## src/rtl/tdm_demux4.sv

```systemverilog
// rtl/tdm_demux4.sv - 4-lane TDM receive demux with slot-0 marker alignment
// Rebuilds four lanes from a slot-serial stream and reports alignment errors.
module tdm_demux4 #(
  parameter int WIDTH = 1,
  parameter int ERR_W = 8
) (
  input  logic             clock,
  input  logic             reset,
  input  logic [WIDTH-1:0] din,
  input  logic             din_valid,
  input  logic             frame_sync,
  output logic [WIDTH-1:0] out0,
  output logic [WIDTH-1:0] out1,
  output logic [WIDTH-1:0] out2,
  output logic [WIDTH-1:0] out3,
  output logic             frame_valid,
  output logic             locked,
  output logic             sync_err,
  output logic [ERR_W-1:0] err_count
);

  typedef enum logic {HUNT, LOCKED} state_t;

  localparam logic [ERR_W-1:0] ERR_MAX = {ERR_W{1'b1}};
  localparam logic [ERR_W-1:0] ERR_ONE = {{(ERR_W-1){1'b0}}, 1'b1};

  state_t           state, state_d;
  logic [1:0]       slot, slot_d;
  logic [WIDTH-1:0] sh0, sh1, sh2;
  logic [WIDTH-1:0] sh0_d, sh1_d, sh2_d;
  logic [WIDTH-1:0] out0_d, out1_d, out2_d, out3_d;
  logic             fv_d, se_d;
  logic [ERR_W-1:0] err_d;

  always_ff @(posedge clock) begin
    if (reset) begin
      state       <= HUNT;
      slot        <= 2'd0;
      sh0         <= '0;
      sh1         <= '0;
      sh2         <= '0;
      out0        <= '0;
      out1        <= '0;
      out2        <= '0;
      out3        <= '0;
      frame_valid <= 1'b0;
      sync_err    <= 1'b0;
      err_count   <= '0;
    end else begin
      state       <= state_d;
      slot        <= slot_d;
      sh0         <= sh0_d;
      sh1         <= sh1_d;
      sh2         <= sh2_d;
      out0        <= out0_d;
      out1        <= out1_d;
      out2        <= out2_d;
      out3        <= out3_d;
      frame_valid <= fv_d;
      sync_err    <= se_d;
      err_count   <= err_d;
    end
  end

  always_comb begin
    state_d = state;
    slot_d  = slot;
    sh0_d   = sh0;
    sh1_d   = sh1;
    sh2_d   = sh2;
    out0_d  = out0;
    out1_d  = out1;
    out2_d  = out2;
    out3_d  = out3;
    fv_d    = 1'b0;
    se_d    = 1'b0;

    if (din_valid) begin
      case (state)
        HUNT: begin
          if (frame_sync) begin
            sh0_d   = din;
            slot_d  = 2'd1;
            state_d = LOCKED;
          end
        end
        LOCKED: begin
          if (frame_sync) begin
            // A marker mid-frame restarts the frame on this beat.
            se_d   = (slot != 2'd0);
            sh0_d  = din;
            slot_d = 2'd1;
          end else if (slot == 2'd0) begin
            se_d    = 1'b1;
            state_d = HUNT;
            slot_d  = 2'd0;
          end else if (slot == 2'd3) begin
            out0_d = sh0;
            out1_d = sh1;
            out2_d = sh2;
            out3_d = din;
            fv_d   = 1'b1;
            slot_d = 2'd0;
          end else begin
            if (slot == 2'd1) sh1_d = din;
            else              sh2_d = din;
            slot_d = slot + 2'd1;
          end
        end
        default: state_d = HUNT;
      endcase
    end

    err_d = (se_d && err_count != ERR_MAX) ? err_count + ERR_ONE : err_count;
  end

  assign locked = (state == LOCKED);

endmodule

```

## config.mk

```make
export PLATFORM = sky130hd
export DESIGN_NAME = tdm_demux4
export DESIGN_NICKNAME = d
export VERILOG_FILES = /design/src/rtl/tdm_demux4.sv
export SDC_FILE = /design/constraint.sdc
export NUM_CORES = 1
export LEC_CHECK = 0
export ABC_AREA = 1
export CAP_MARGIN = 30
export CORE_AREA = 2 2 53 55
export DETAILED_ROUTE_END_ITERATION = 10
export DIE_AREA = 0 0 55 57
export DONT_BUFFER_PORTS = 1
export PLACE_DENSITY_LB_ADDON = 0.1
export SYNTH_ARGS = -nofsm -noshare
export SYNTH_HDL_FRONTEND = slang
export SYNTH_SLANG_ARGS = --single-unit
```

## constraint.sdc

```tcl
create_clock -name clock -period 2.8 [get_ports clock]
set_input_delay 0.56 -clock clock [delete_from_list [all_inputs] [get_ports clock]]
set_output_delay 0.56 -clock clock [all_outputs]
set_load 0.1 [all_outputs]
```

==> results of run 1 <==
==> routing by layer <==
| layer | vias to the layer above | part of all wire |
|---|---|---|
| met4 | 0 | 0.0085 |
| li1 | 464 | - |
| met5 | - | 0 |
| met1 | 384 | 0.49 |
| met3 | 2 | 0.061 |
| met2 | 21 | 0.44 |
==> flip-flops by register name (all words and copies together), names as in the netlist <==
name and count:
err_count 8, out0 1, sh0 1, sh2 1
out1 1, sync_err 1, frame_valid 1, sh1 1
slot 2, locked 1, out3 1, out2 1
==> final cells by class <==
cell class | instances | share of cell area
Inverter | 19 | 0.0613
Clock buffer | 3 | 0.0194
Clock inverter | 1 | 0.0258
Tap cell | 31 | 0.0333
Timing Repair Buffer | 9 | 0.0581
Sequential cell | 20 | 0.344
Multi-Input combinational cell | 101 | 0.458
==> where the power goes <==
group / switching, uW / internal, uW
registers: 4.96 / 290
logic: 39.8 / 13.4
clock network: 91.0 / 145
total: 136 / 448
==> metrics by stage <==
stage	worst slack [ns]	std cells
after floorplan	0.833	141
after global placement	1.25	180
after detailed placement	1.15	180
after CTS	0.929	184
after global routing	0.905	184
final	0.959	184
==> how the worst max path moves through the flow <==
| stage | startpoint | endpoint | slack [ns] | cells past startpoint |
|---|---|---|---|---|
| finish | out3 | out3 | 0.96 | 0 |
| global route | out0 | out0 | 0.90 | 0 |
| CTS | out3 | out3 | 0.93 | 0 |
| detailed placement | slot[0] | err_count[4] | 1.15 | 10 |
| global placement | slot[1] | err_count[4] | 1.25 | 9 |
| floorplan | err_count[0] | err_count[2] | 0.83 | 7 |
==> cells by family after synthesis <==
logic type,Yosys count
AOI/OAI and AO/OA,14
xor gates and xnor gates,1
adders and majority gates,7
buffers and inverters,20
DFF,20
and+or+nand+nor,79
==> worst reg2reg max path, delay by kind of cell (launching register included) <==
kind | cells | cell delay [ns]
buffers and inverters | 3 | 0.34
adders and majority gates | 2 | 0.48
and+or+nand+nor | 5 | 0.43
DFF | 1 | 0.36
==> synthesized netlist by cell type <==
| master | instances | share of area |
|---|---|---|
| nor2_1 | 29 | 0.11 |
| nand2_1 | 27 | 0.10 |
| dfxtp_1 | 20 | 0.40 |
| inv_1 | 16 | 0.059 |
| nand3_1 | 9 | 0.045 |
| ha_1 | 7 | 0.087 |
| o21ai_0 | 7 | 0.035 |
| a21oi_1 | 5 | 0.025 |
| nor3_1 | 3 | 0.015 |
| a21oi_2 | 2 | 0.017 |
| inv_2 | 2 | 0.0074 |
| nand2_4 | 2 | 0.022 |
| nand4_1 | 2 | 0.012 |
| nor2_2 | 2 | 0.012 |
| buf_2 | 1 | 0.0050 |
| clkinv_1 | 1 | 0.0037 |
| nand2_2 | 1 | 0.0062 |
| nand3_2 | 1 | 0.0099 |
| nand3b_1 | 1 | 0.0074 |
| nor2_4 | 1 | 0.011 |
| nor4_1 | 1 | 0.0062 |
| xor2_1 | 1 | 0.0087 |
==> results.toml, run 1 <==
[status]
outcome = "completed"

[critical_path]
r2r.worst_path.cells = 10
crit_required_ns = 2.24
timing.rr.end = "err_count[4]"
endpoint_kind = "output pin"
cp_max_fo = 2
start_kind = "flop"
rrSetupSlack_ns = 1.12
crit_arrival_ns = 1.28
r2r_start = "slot[0]"
path_class = "reg2out"

[layout]
finalCoreUtilization = 0.445
n_antenna_cell = 0
multi_input_area_um2 = 533
final_common_cell = "nor2_1"
drive_above_1_share = 0.157
num-fill-cells = 290
final_area_um2 = 1160
final_cell_mix = "nor2_1, nand2_1, dfxtp_1"
final_nets = 166
seqCellArea_um2 = 400
area_growth_pct = 15.2

[global_route]
met2_usage = 0.233
grt_pass1_wl_um = 3500
grt-ovfl-total = 0
grt_util_met1 = 0.189
grt_util_met3 = 0.0471
grt_start_max_net_pins = 15
track_usage = 0.150
grt_pass1_vias = 811
antenna_found_initial = 0
top_usage_layer = "met2"

[clock_network]
clock_latency_ns = 0.30
hold_buffers = 0
clockBufferDepth = 2
cts_tree = "yes"
post_cts_buffers = 0
cts.root.buffer_cell = "clkbuf_4"
path_clk_slew_ns = 0.12
cts_buffers = 3
clock-sinks = 20
ctsResizeCount = 0
htreeDepth = 1

[power]
power_leakage_uw = 0.000531
vdd_drop_max_mv = 0.292
finalPower_uw = 583
p_per_area_nw_per_um2 = 501

[detailed_routing]
post-route-drc-count = 0
ant_nets = 0
routedWlPerCell_um = 10.9
vias = 871
viasPerCell = 4.73
detail_route.iter0.violations = 16
drt-total-wl_um = 2000
dr.pass1.iters = 4

[synth]
synthDistinctLibCells = 22
yosys_warnings = 0
synth_area_um2 = 1010
synth_xor_area_frac = 0.00867
synthAdderAreaFrac = 0.0867
muxShareOfSynthArea = 0
synth_top_family_by_area = "simple AND/OR/NAND/NOR gates"
synth-seq-cells = 20
syn_avg_cell_area_um2 = 7.16
seq_area_frac_synth = 0.397
synth_fp_nets = 153
synth-simple-area-share = 0.356
syn_inst = 141
synth_compound_area_frac = 0.0768

[sta]
drv_slew = 0
period_needed_ns = 1.84
rsz0062_at_grt = "false"
setup_viol = 0
setup-tns-final_ns = 0
skew_ns = 0.00315
post-route-period-util = 0.658
worst_hold_slack_ns = 0.302
hold_viol = 0
maxSlewHeadroom = 0.355
tightest_slew_ns = 0.966
fmax_mhz = 543

[placement]
place_congestion = 0.837
io_buffers = 0
place_area_um2 = 1110
dp_hpwl_um = 1560

[worst_hold_path]
min_from = "reset"
hold_depth = 1
hp-class = "in2reg"
min_to = "err_count[1]"

[die]
die_w_um = 55
boundaryPins = 20
die_h_um = 57
rows = 19
start_util = 0.386
die-area_um2 = 3140
coreArea_um2 = 2620

[run]
drv_cap = 0
No activity file was read; power rests on OpenSTA's default activity.
==> run 2, diff against run 1 <==
==> constraint.sdc (replaced) <==
create_clock -name clock -period 1.6 [get_ports clock]
set_input_delay 0.32 -clock clock [delete_from_list [all_inputs] [get_ports clock]]
set_output_delay 0.32 -clock clock [all_outputs]
set_load 0.1 [all_outputs]
==> run 2 against run 1 <==
Effect of this change: largest power group unchanged; first-iteration DRC count grew 63%; global-route usage fell by 0.27 points; critical path type is now reg2reg; critical endpoint is now err_count[4]; final area increased by 7.7%; total power grew 49%; clock skew decreased by 0.0014 ns.
==> results.toml, run 2 (synthesis gave the netlist of run 1 again) <==
[status]
outcome = "completed"

[die]
start_util = 0.386
die-area_um2 = 3140
rows = 19
boundaryPins = 20
die_h_um = 57
coreArea_um2 = 2620
die_w_um = 55

[detailed_routing]
dr.pass1.iters = 4
vias = 914
routedWlPerCell_um = 10.7
ant_nets = 0
detail_route.iter0.violations = 26
post-route-drc-count = 0
viasPerCell = 4.76
drt-total-wl_um = 2050

[layout]
drive_above_1_share = 0.311
num-fill-cells = 273
n_antenna_cell = 0
final_nets = 175
area_growth_pct = 24.2
top_regs = "err_count (8), slot (2)"
final_cell_mix = "nor2_1, nand2_1, buf_4"
regMostFlops = "err_count"
largest_reg_flops = 8

[critical_path]
r2r_start = "slot[0]"
path_class = "reg2reg"
crit_arrival_ns = 1.72
crit_required_ns = 1.84
endpoint_kind = "flop"
cp_max_fo = 8
start_kind = "flop"
startpoint = "slot[0]"

[global_route]
grt_pass1_vias = 807
grt_start_max_net_pins = 15
grt_pass1_wl_um = 3390
antenna_found_initial = 0
grt-ovfl-total = 0
track_usage = 0.147

[sta]
drv_slew = 0
fmax_mhz = 674
setup_viol = 0
hold_viol = 0
period_needed_ns = 1.48
tightest_slew_ns = 0.394
skew_ns = 0.00172
rsz0062_at_grt = "false"
post-route-period-util = 0.927
setup-tns-final_ns = 0
worst_hold_slack_ns = 0.0601
maxSlewHeadroom = 0.737

[power]
clkPwrFrac = 0.274
p_sw_uw = 237
vdd_drop_max_mv = 0.433
p_per_area_nw_per_um2 = 692
intPower_uw = 631
p_seq_frac = 0.597
power_leakage_uw = 0.000570
comb_power_share = 0.129
p_sw_frac = 0.273

[clock_network]
hold_buffers = 0
htreeDepth = 1
clock_latency_ns = 0.29
clock-sinks = 20
cts_tree = "yes"
path_clk_slew_ns = 0.11
clockBufferDepth = 2
cts.root.buffer_cell = "clkbuf_4"
cts_buffers = 3

[placement]
dp_hpwl_um = 1540
place_congestion = 0.820
io_buffers = 0

[worst_hold_path]
min_from = "reset"
hp-class = "in2reg"

[run]
drv_cap = 0
run 2: final timing paths:
kind             endpoint  slack [ns]  depth (start not counted)
max          err_count[4]        0.12                         10
min          err_count[1]        0.06                          1
max reg2reg  err_count[4]        0.12                         10
min reg2reg           sh1        0.49                          2
run 2: per-stage QoR:
stage	util	power (uW)	setup WS, ns	cell area, um^2	instances
6_report	0.479	867	0.116	1250	192
5_1_grt	0.479	926	0.00156	1250	192
4_1_cts	0.459	866	0.0273	1200	190
3_5_place_dp	0.449	625	0.0131	1170	187
3_3_place_gp	0.449	623	0.0956	1170	187
2_1_floorplan	-	603	0.0275	1020	141
run 2: worst max-delay path, cell delays in order, from the launching register on:
cell and delay [ns]:
dfxtp_2 0.36, inv_2 0.06, ha_2 0.17, inv_1 0.06, ha_4 0.27, nand3_4 0.12
inv_8 0.11, nand3_1 0.09, nand2_1 0.07, nand2_1 0.04, nor2_1 0.09
run 2: final cells by class:
class | count | area, um^2 | share of cell area
Multi-Input combinational cell | 101 | 564 | 0.450
Clock buffer | 3 | 22.5 | 0.0180
Tap cell | 31 | 38.8 | 0.0309
Timing Repair Buffer | 18 | 135 | 0.108
Sequential cell | 20 | 414 | 0.330
Inverter | 19 | 78.8 | 0.0629
run 2: routing by layer:
layer	global-route usage	share of wire
met3	0.0654	0.046
met4	0.0557	0.017
met5	0	0
met1	0.202	0.50
met2	0.202	0.44
run 2: power groups by stage:
| stage | logic [uW] | registers [uW] | clock network (uW) |
|---|---|---|---|
| 2_1_floorplan | 44.4 | 559 | 0 |
| 3_3_place_gp | 96.2 | 527 | 0 |
| 3_5_place_dp | 97.6 | 528 | 0 |
| 4_1_cts | 98.1 | 516 | 251 |
| 5_1_grt | 123 | 519 | 284 |
| 6_report | 111 | 518 | 238 |
run 2: repair_timing:
action                     in CTS  in global routing
buffers inserted                0                  2
pin swaps                       0                  2
resized for setup               1                 12
setup endpoints to repair       1                 11
gates cloned                    0                  0
==> run 3, diff against run 2 <==
--- a/config.mk
+++ b/config.mk
@@ -7,10 +7,11 @@
 export LEC_CHECK = 0
 export ABC_AREA = 1
 export CAP_MARGIN = 30
-export CORE_AREA = 2 2 53 55
+export CORE_AREA = 2 2 47 49
 export DETAILED_ROUTE_END_ITERATION = 10
-export DIE_AREA = 0 0 55 57
+export DIE_AREA = 0 0 49 51
 export DONT_BUFFER_PORTS = 1
+export MAX_ROUTING_LAYER = met4
 export PLACE_DENSITY_LB_ADDON = 0.1
 export SYNTH_ARGS = -nofsm -noshare
 export SYNTH_HDL_FRONTEND = slang
==> run 3 against run 2 <==
Effect of this change: non-clock buffer count is the same; sequential power is essentially flat; critical path depth is the same; via count grew 1.8%; critical endpoint unchanged; sequential share of layout area shrank 0.23 points; final area grew 1.3%; setup slack gained 0.0058 ns; core utilization grew 14 points; highest routed layer unchanged; count of clock-buffer cells in the layout grew 1; clock power grew 22%; fmax grew 0.39%.
==> results.toml, run 3 (synthesis gave the netlist of run 1 again) <==
[status]
outcome = "completed"

[run]
drv_cap = 0

[critical_path]
path_class = "reg2reg"
endpoint_kind = "flop"
start_kind = "flop"
crit_buf_inv = 3
critPathSlowestCell = "dfxtp_2"
rrSetupSlack_ns = 0.12
cp_max_fo = 8
cpPeakStageDelay_ns = 0.36
crit_arrival_ns = 1.72
crit_required_ns = 1.84
crit_chain = "inv_2, ha_4, inv_1, ha_4, nand3_4, inv_6, nand3_1, nand2_1, nand2_1, nor2_1"
cp_top_family = "adder cells"

[layout]
final_nets = 175
top_regs = "err_count (8), slot (2)"
largest_reg_flops = 8
fin_cells = 190
n_antenna_cell = 0
final_cell_mix = "nor2_1, nand2_1, buf_4"
area_growth_pct = 25.8
regMostFlops = "err_count"
drive_above_1_share = 0.309

[die]
start_util = 0.489
boundaryPins = 20
die-area_um2 = 2500
die_h_um = 51
coreArea_um2 = 2060
rows = 17
die_w_um = 49

[detailed_routing]
viasPerCell = 4.89
routedWlPerCell_um = 10.6
vias = 930
ant_nets = 0
drt-total-wl_um = 2010
detail_route.iter0.violations = 22
dr.pass1.iters = 4
post-route-drc-count = 0

[global_route]
antenna_found_initial = 0
track_usage = 0.179
grt_pass1_vias = 853
grt_pass1_wl_um = 3350
grt_start_max_net_pins = 15
grt-ovfl-total = 0

[power]
vdd_drop_max_mv = 0.444
power_leakage_uw = 0.000577
p_per_area_nw_per_um2 = 724

[placement]
place_congestion = 0.836
dp_hpwl_um = 1550
io_buffers = 0
placedCellCount = 183

[clock_network]
htreeDepth = 1
clock_latency_ns = 0.30
path_clk_slew_ns = 0.11
cts_tree = "yes"
cts.root.buffer_cell = "clkbuf_4"
clockBufferDepth = 2
clock-sinks = 20
hold_buffers = 0
cts_buffers = 3

[sta]
period_needed_ns = 1.48
setup_viol = 0
maxSlewHeadroom = 0.753
setup-tns-final_ns = 0
fmax_mhz = 677
tightest_slew_ns = 0.370
post-route-period-util = 0.924
skew_ns = 0.00195
hold_viol = 0
drv_slew = 0
rsz0062_at_grt = "false"

[worst_hold_path]
hp-class = "in2reg"
==> run 3: cell count changes in the layout (fill, tap and decap cells not counted), sizes merged <==
cell / change
clkbuf: +1
==> run 3: area by class of cell <==
class                           count  area [um^2]
Inverter                           19         76.3
Multi-Input combinational cell    101          571
Sequential cell                    20          417
Tap cell                           28         35.0
Clock buffer                        4         36.3
Fill cell                         185          793
Timing Repair Buffer               18          135
==> run 3: through the flow <==
step | cell area [um^2] | hold WS, ns | utilization | total power, uW | setup WS (ns)
detailed placement | 1160 | 0.379 | 0.564 | 621 | -0.0148
global placement | 1160 | 0.378 | 0.564 | 618 | 0.0790
CTS | 1210 | 0.0488 | 0.589 | 918 | 0.00446
floorplan | 1020 | 0.375 | - | 603 | 0.0275
finish | 1270 | 0.0592 | 0.616 | 919 | 0.122
global route | 1270 | 0.0328 | 0.616 | 959 | 0.0108
==> run 3: path summary, 6_finish.rpt <==
kind | from | end | depth (start not counted)
max | slot[1] | err_count[4] | 10
min reg2reg | sh1 | sh1 | 2
min | reset | err_count[2] | 1
max reg2reg | slot[1] | err_count[4] | 10
==> run 3: where the power goes <==
| group | total, uW | leakage (uW) | switching, uW | internal (uW) |
|---|---|---|---|---|
| Sequential | 517 | 0.000167 | 9.47 | 508 |
| Clock | 291 | 0.0000210 | 152 | 139 |
| Combinational | 112 | 0.000388 | 76.4 | 35.2 |
| Total | 919 | 0.000577 | 238 | 681 |
==> run 3: repair_timing <==
| action | CTS | global route |
|---|---|---|
| buffers inserted | 0 | 3 |
| endpoints found under the setup margin | 2 | 12 |
| gates resized for setup | 4 | 9 |
| pin swaps | 0 | 2 |
==> run 3: worst register-to-register path: stages, from the launching register on <==
cell	delay [ns]
dfxtp_2	0.36
inv_2	0.08
ha_4	0.15
inv_1	0.06
ha_4	0.27
nand3_4	0.11
inv_6	0.11
nand3_1	0.10
nand2_1	0.07
nand2_1	0.04
nor2_1	0.09
==> run 3: layer usage <==
metal  wire length, um  track usage
met5                 0            -
met4                27       0.0857
met3                49       0.0351
met2              1060        0.333
met1               872        0.181
==> RTL change 1 (config.mk and constraints of run 1) <==
Set the parameter `ERR_W` to 6 (it was 8).
--- a/src/rtl/tdm_demux4.sv
+++ b/src/rtl/tdm_demux4.sv
@@ -2,7 +2,7 @@
 // Rebuilds four lanes from a slot-serial stream and reports alignment errors.
 module tdm_demux4 #(
   parameter int WIDTH = 1,
-  parameter int ERR_W = 8
+  parameter int ERR_W = 6
 ) (
   input  logic             clock,
   input  logic             reset,
Ports: changed (resized err_count); port bits go from 20 to 18. No check against the original RTL was run, so the function may have changed too.
==> RTL change 1 against run 1 <==
Design area fell by 9.7%; total power down 16%; sequential share of layout area is 0.12 points lower; area after synthesis fell by 8.1%; sequential cell count is 2 lower; count of clock-buffer cells in the layout increased by 1; sequential power down 9.5%; first-iteration DRC count shrank 38%; routed wire length decreased by 10%; worst setup slack better by 10 ps; clock skew grew 6.7 ps; clock power is 29% lower; critical path type unchanged; largest cell class unchanged; largest power group unchanged; highest routed layer unchanged.
==> RTL change 1: results (changes against run 1) <==
outcome:
  status: "complete, no violations"
grt:
  grt_pass1_wl_um: 3160  # -9.7%
  grt_antenna_before_repair: 0  # unchanged
  grt_start_max_net_pins: 13  # -2
  track_usage_pct: 14.1  # -0.92 points
placement:
  place.gp.congestion: 0.798  # -4.7%
  place_hpwl_um: 1400  # -10%
  port_buffers: 0  # unchanged
  postPlaceCellArea_sq_um: 1010  # -8.7%
route:
  num_vias: 773  # -11%
  dr.pass1.iters: 4  # unchanged
  drtIter0Drc: 10  # -6
  wl_per_cell_um: 10.8  # -0.37%
power:
  max-vdd-ir-drop_uv: 371  # +27%
  combPwrFrac_pct: 11.3  # +2.2 points
  power.density_nw_per_um2: 466  # -7.0%
  pg_seq_w: 0.000267  # -9.5%
  p_leak_nw: 0.490  # -7.8%
  power.switching_w: 0.000136  # about the same
clock_network:
  clk_path_buf_depth: 2  # unchanged
  path_clk_slew_ps: 120  # about the same
  cts.hold.buffers_added: 0  # unchanged
  cts_buffers: 3  # unchanged
  cts_max_level: 1  # unchanged
  clock_latency_ps: 300  # about the same
final_layout:
  final_nets: 148  # -11%
  drive_above_1_share_pct: 15.6  # -0.13 points
  biggestRegsByFlops: "err_count (6), slot (2)"
logic_synthesis:
  ys_types: 18  # -18%
  synth_common_cells: "21 x inv_1, 20 x nor2_1, 18 x dfxtp_1, 18 x nand2_1, 9 x nand3_1"
  synth-compound-area-share_pct: 7.95  # +0.27 points
  yosysSeqAreaShare_pct: 38.8  # -0.84 points
  synthAdderAreaFrac_pct: 9.43  # +0.76 points
  synthesis.nets: 137  # -10%
  synthXorXnorAreaFrac_pct: 0.943  # +0.076 points
  synthMuxAreaShare_pct: 0  # unchanged
  netlist_top_cells_area: "dfxtp_1 39%, ha_1 9.4%, inv_1 8.5%"
worst_setup_path:
  ff2ff_setup_slack_ps: 1180  # +60 ps
  regToRegEndpoint: "err_count[3]$_SDFFE_PP0P_"
  worstSetupEndpoint: "out3"
  timing.rr.start: "slot[1]$_SDFFE_PP0P_"
  crit_type: "reg2out"
sta:
  worst_slew_pin_slew_ps: 965  # -0.761 ps
  setup_tns_ps: 0  # unchanged
  clock_skew_ps: 9.88  # +6.73 ps
worst_hold_path:
  min_path_type: "in2reg"
RTL change 1: cell count changes after synthesis, sizes merged, moves of 2 or more:
cell and change:
nor2 -8, nand2 -8, dfxtp -2, inv +4
RTL change 1: final cells by class:
class | count | area, sq um
Inverter | 22 | 82.6
Multi-Input combinational cell | 84 | 480
Tap cell | 31 | 38.8
Timing Repair Buffer | 7 | 52.6
Sequential cell | 18 | 360
Fill cell | 287 | 1560
Clock buffer | 4 | 36.3
RTL change 1: cells by family after synthesis:
logic type	Yosys count
AOI/OAI and AO/OA	14
xor gates and xnor gates	1
adders and majority gates	7
buffers and inverters	23
DFF	18
and+or+nand+nor	62
RTL change 1: stage by stage:
step                      std cells  worst slack [ps]
after global routing            166               925
after CTS                       166               947
after global placement          162              1230
final                           166               969
after floorplan                 125               807
after detailed placement        162              1200
RTL change 1: worst min path at each step:
stage | from | end | slack [ps]
2_1_floorplan | sh2$_SDFFE_PP0P_ | sh2$_SDFFE_PP0P_ | 430
3_3_place_gp | sh2$_SDFFE_PP0P_ | sh2$_SDFFE_PP0P_ | 440
3_5_place_dp | sh2$_SDFFE_PP0P_ | sh2$_SDFFE_PP0P_ | 440
4_1_cts | reset | slot[1]$_SDFFE_PP0P_ | 290
5_1_grt | reset | slot[1]$_SDFFE_PP0P_ | 290
6_report | reset | slot[1]$_SDFFE_PP0P_ | 300
RTL change 1: per-layer routing:
metal / part of all wire [%] / up-vias / GRT usage (%)
met4: 2.7 / 0 / 8.36
met3: 5.6 / 5 / 3.14
met1: 42 / 344 / 15.7
met5: 0 / - / 0
met2: 49 / 15 / 23.6
li1: - / 409 / -
==> RTL change 2 (config.mk and constraints of run 1) <==
Without the edit above. Register the inputs `din`, `din_valid` and `frame_sync` before use, cleared by the reset. The logic sees them one clock later.
--- a/src/rtl/tdm_demux4.sv
+++ b/src/rtl/tdm_demux4.sv
@@ -23,6 +23,22 @@
 
   localparam logic [ERR_W-1:0] ERR_MAX = {ERR_W{1'b1}};
   localparam logic [ERR_W-1:0] ERR_ONE = {{(ERR_W-1){1'b0}}, 1'b1};
+
+  logic [WIDTH-1:0] din_q;
+  logic din_valid_q;
+  logic frame_sync_q;
+
+  always_ff @(posedge clock) begin
+    if (reset) begin
+      din_q        <= '0;
+      din_valid_q  <= '0;
+      frame_sync_q <= '0;
+    end else begin
+      din_q        <= din;
+      din_valid_q  <= din_valid;
+      frame_sync_q <= frame_sync;
+    end
+  end
 
   state_t           state, state_d;
   logic [1:0]       slot, slot_d;
@@ -75,20 +91,20 @@
     fv_d    = 1'b0;
     se_d    = 1'b0;
 
-    if (din_valid) begin
+    if (din_valid_q) begin
       case (state)
         HUNT: begin
-          if (frame_sync) begin
-            sh0_d   = din;
+          if (frame_sync_q) begin
+            sh0_d   = din_q;
             slot_d  = 2'd1;
             state_d = LOCKED;
           end
         end
         LOCKED: begin
-          if (frame_sync) begin
+          if (frame_sync_q) begin
             // A marker mid-frame restarts the frame on this beat.
             se_d   = (slot != 2'd0);
-            sh0_d  = din;
+            sh0_d  = din_q;
             slot_d = 2'd1;
           end else if (slot == 2'd0) begin
             se_d    = 1'b1;
@@ -98,12 +114,12 @@
             out0_d = sh0;
             out1_d = sh1;
             out2_d = sh2;
-            out3_d = din;
+            out3_d = din_q;
             fv_d   = 1'b1;
             slot_d = 2'd0;
           end else begin
-            if (slot == 2'd1) sh1_d = din;
-            else              sh2_d = din;
+            if (slot == 2'd1) sh1_d = din_q;
+            else              sh2_d = din_q;
             slot_d = slot + 2'd1;
           end
         end
Formal check against the unedited RTL: not equivalent (Yosys sat finds a counterexample within 4 cycles, from zero or initial values and one cycle with reset high).
==> RTL change 2 against run 1 <==
Design area is 6.0% higher; worst setup slack worse by 13 ps; non-clock buffer count stayed put; sequential cell count is 3 higher; die area stayed put; area after synthesis is 9.9% higher; critical path depth stayed put; routed wire length is 5.9% higher; critical path type unchanged; critical endpoint unchanged; largest cell class unchanged.
Power is not compared: it rests on default switching activity, and its combinational part moved more than twofold at a synthesized area within 25%.
==> RTL change 2: results (changes against run 1) <==
grt:
  grt_start_max_net_pins: 16  # +1
  track_usage_pct: 16.2  # +1.2 points
  grt_pass1_vias: 902  # +11%
  grt_antenna_before_repair: 0  # unchanged
  grt_pass1_wl_um: 3720  # +6.3%
logic_synthesis:
  netlist_top_cells_area: "dfxtp_1 41%, nor2_1 8.1%, ha_1 7.9%"
  synthMuxAreaShare_pct: 0  # unchanged
  yosys_warnings: 0  # unchanged
  synth_common_cells: "24 x nor2_1, 23 x dfxtp_1, 20 x nand2_1, 16 x inv_1, 9 x nand3_1"
  ys.flop_type: "dfxtp_1"
  yosysSeqAreaShare_pct: 41.5  # +1.8 points
  synthAdderAreaFrac_pct: 7.89  # -0.78 points
  synthArstFlopShare_pct: 0  # unchanged
  ys_types: 24  # +9.1%
  synth-compound-area-share_pct: 8.46  # +0.77 points
  synthesis.nets: 154  # +0.65%
  synthXorXnorAreaFrac_pct: 0  # -0.87 points
route:
  drt_wl_total_um: 2110  # +5.9%
  drc_errors: 0  # unchanged
  dr.pass1.iters: 4  # unchanged
  avgViaCountPerCell: 4.89  # +3.2%
  drtIter0Drc: 8  # -8
worst_hold_path:
  min_path_type: "in2reg"
  min_from: "reset"
final_layout:
  fillCellCount: 293  # +1.0%
  diodes: 0  # unchanged
  final_nets: 166  # unchanged
  drive_above_1_share_pct: 20.3  # +4.6 points
  biggestRegsByFlops: "err_count (8), slot (2)"
clock_network:
  clock_latency_ps: 310
  cts_root_buffer: "clkbuf_4"
  cts_resized: 0  # unchanged
  cts_buffers: 3  # unchanged
  cts_max_level: 1  # unchanged
  path_clk_slew_ps: 130
  clk_path_buf_depth: 2  # unchanged
  post_cts_buffers: 0  # unchanged
power:
  p_leak_nw: 0.529
  max-vdd-ir-drop_uv: 247
worst_setup_path:
  crit_start: "out3$_SDFFE_PP0P_"
  ff2ff_setup_slack_ps: 1180  # +60 ps
  timing.rr.start: "slot[0]$_SDFFE_PP0P_"
  crit_path_max_fanout: 2  # unchanged
  critPathArrivalTime_ps: 1290
placement:
  port_buffers: 0  # unchanged
  place.gp.congestion: 0.818  # -2.3%
  place_hpwl_um: 1630  # +4.4%
outcome:
  status: "complete, no violations"
sta:
  clock_skew_ps: 1.87  # -1.28 ps
  maxSlewHeadroom_pct: 35.7  # +0.14 points
-- RTL change 2: cell count changes in the layout (fill, tap and decap cells not counted), moves of 3 or more --
cell | run 1 | this run
o21ai_1 | 0 | 3
nand2_1 | 27 | 20
dfxtp_1 | 20 | 23
o21ai_0 | 7 | 4
clkinv_2 | 0 | 3
nor2_1 | 29 | 24
nand2_2 | 1 | 5
-- RTL change 2: metrics by stage --
| stage | instance area (sq um) | cells | hold WS, ps | setup slack [ps] |
|---|---|---|---|---|
| 4_1_cts | 1230 | 184 | 277 | 926 |
| 3_5_place_dp | 1210 | 180 | 441 | 1190 |
| 2_1_floorplan | 1110 | 142 | 421 | 836 |
| 6_report | 1230 | 184 | 295 | 946 |
| 5_1_grt | 1230 | 184 | 265 | 891 |
| 3_3_place_gp | 1210 | 180 | 435 | 1190 |
-- RTL change 2: path summary, 6_finish.rpt --
kind	end	depth (start not counted)
setup / recovery	out3	0
hold / removal	err_count[1]$_SDFFE_PP0P_	1
setup reg to reg	err_count[5]$_SDFFE_PP0P_	9
hold reg to reg	frame_valid$_SDFF_PP0_	1
-- RTL change 2: logic make-up (layout without fill, tap and decap cells) --
family / count (synthesis) / after routing
compound gates: 17 / 17
simple gates: 73 / 73
flops: 23 / 23
buf+inv: 22 / 33
fa+ha+maj: 7 / 7
-- RTL change 2: worst reg2reg max path: cells and delay by family, from the launching register on --
family	cells	cell delay (ps)
buf+inv	2	160
fa+ha+maj	2	490
simple gates	5	560
flops	1	350
-- RTL change 2: cell type report --
cell class / instances / area share, %
Timing Repair Buffer: 9 / 5.48
Clock buffer: 3 / 1.83
Sequential cell: 23 / 37.3
Tap cell: 31 / 3.14
Clock inverter: 1 / 0.406
Inverter: 20 / 6.29
Multi-Input combinational cell: 97 / 45.5
-- RTL change 2: power breakdown --
part	leakage [nW]	internal, W	switching [W]
registers	0.186	0.000331	0.00000444
logic	0.325	0.00000774	0.0000185
clock network	0.0177	0.0000534	0.000101
-- RTL change 2: metal layers --
metal	track usage (%)	share of wire (%)	routed length, um	vias up
li1	-	-	-	471
met3	3.14	4.0	85	5
met4	7.32	2.1	44	0
met2	25.2	44	937	21
met5	0	0	0	-
met1	21.3	50	1050	402
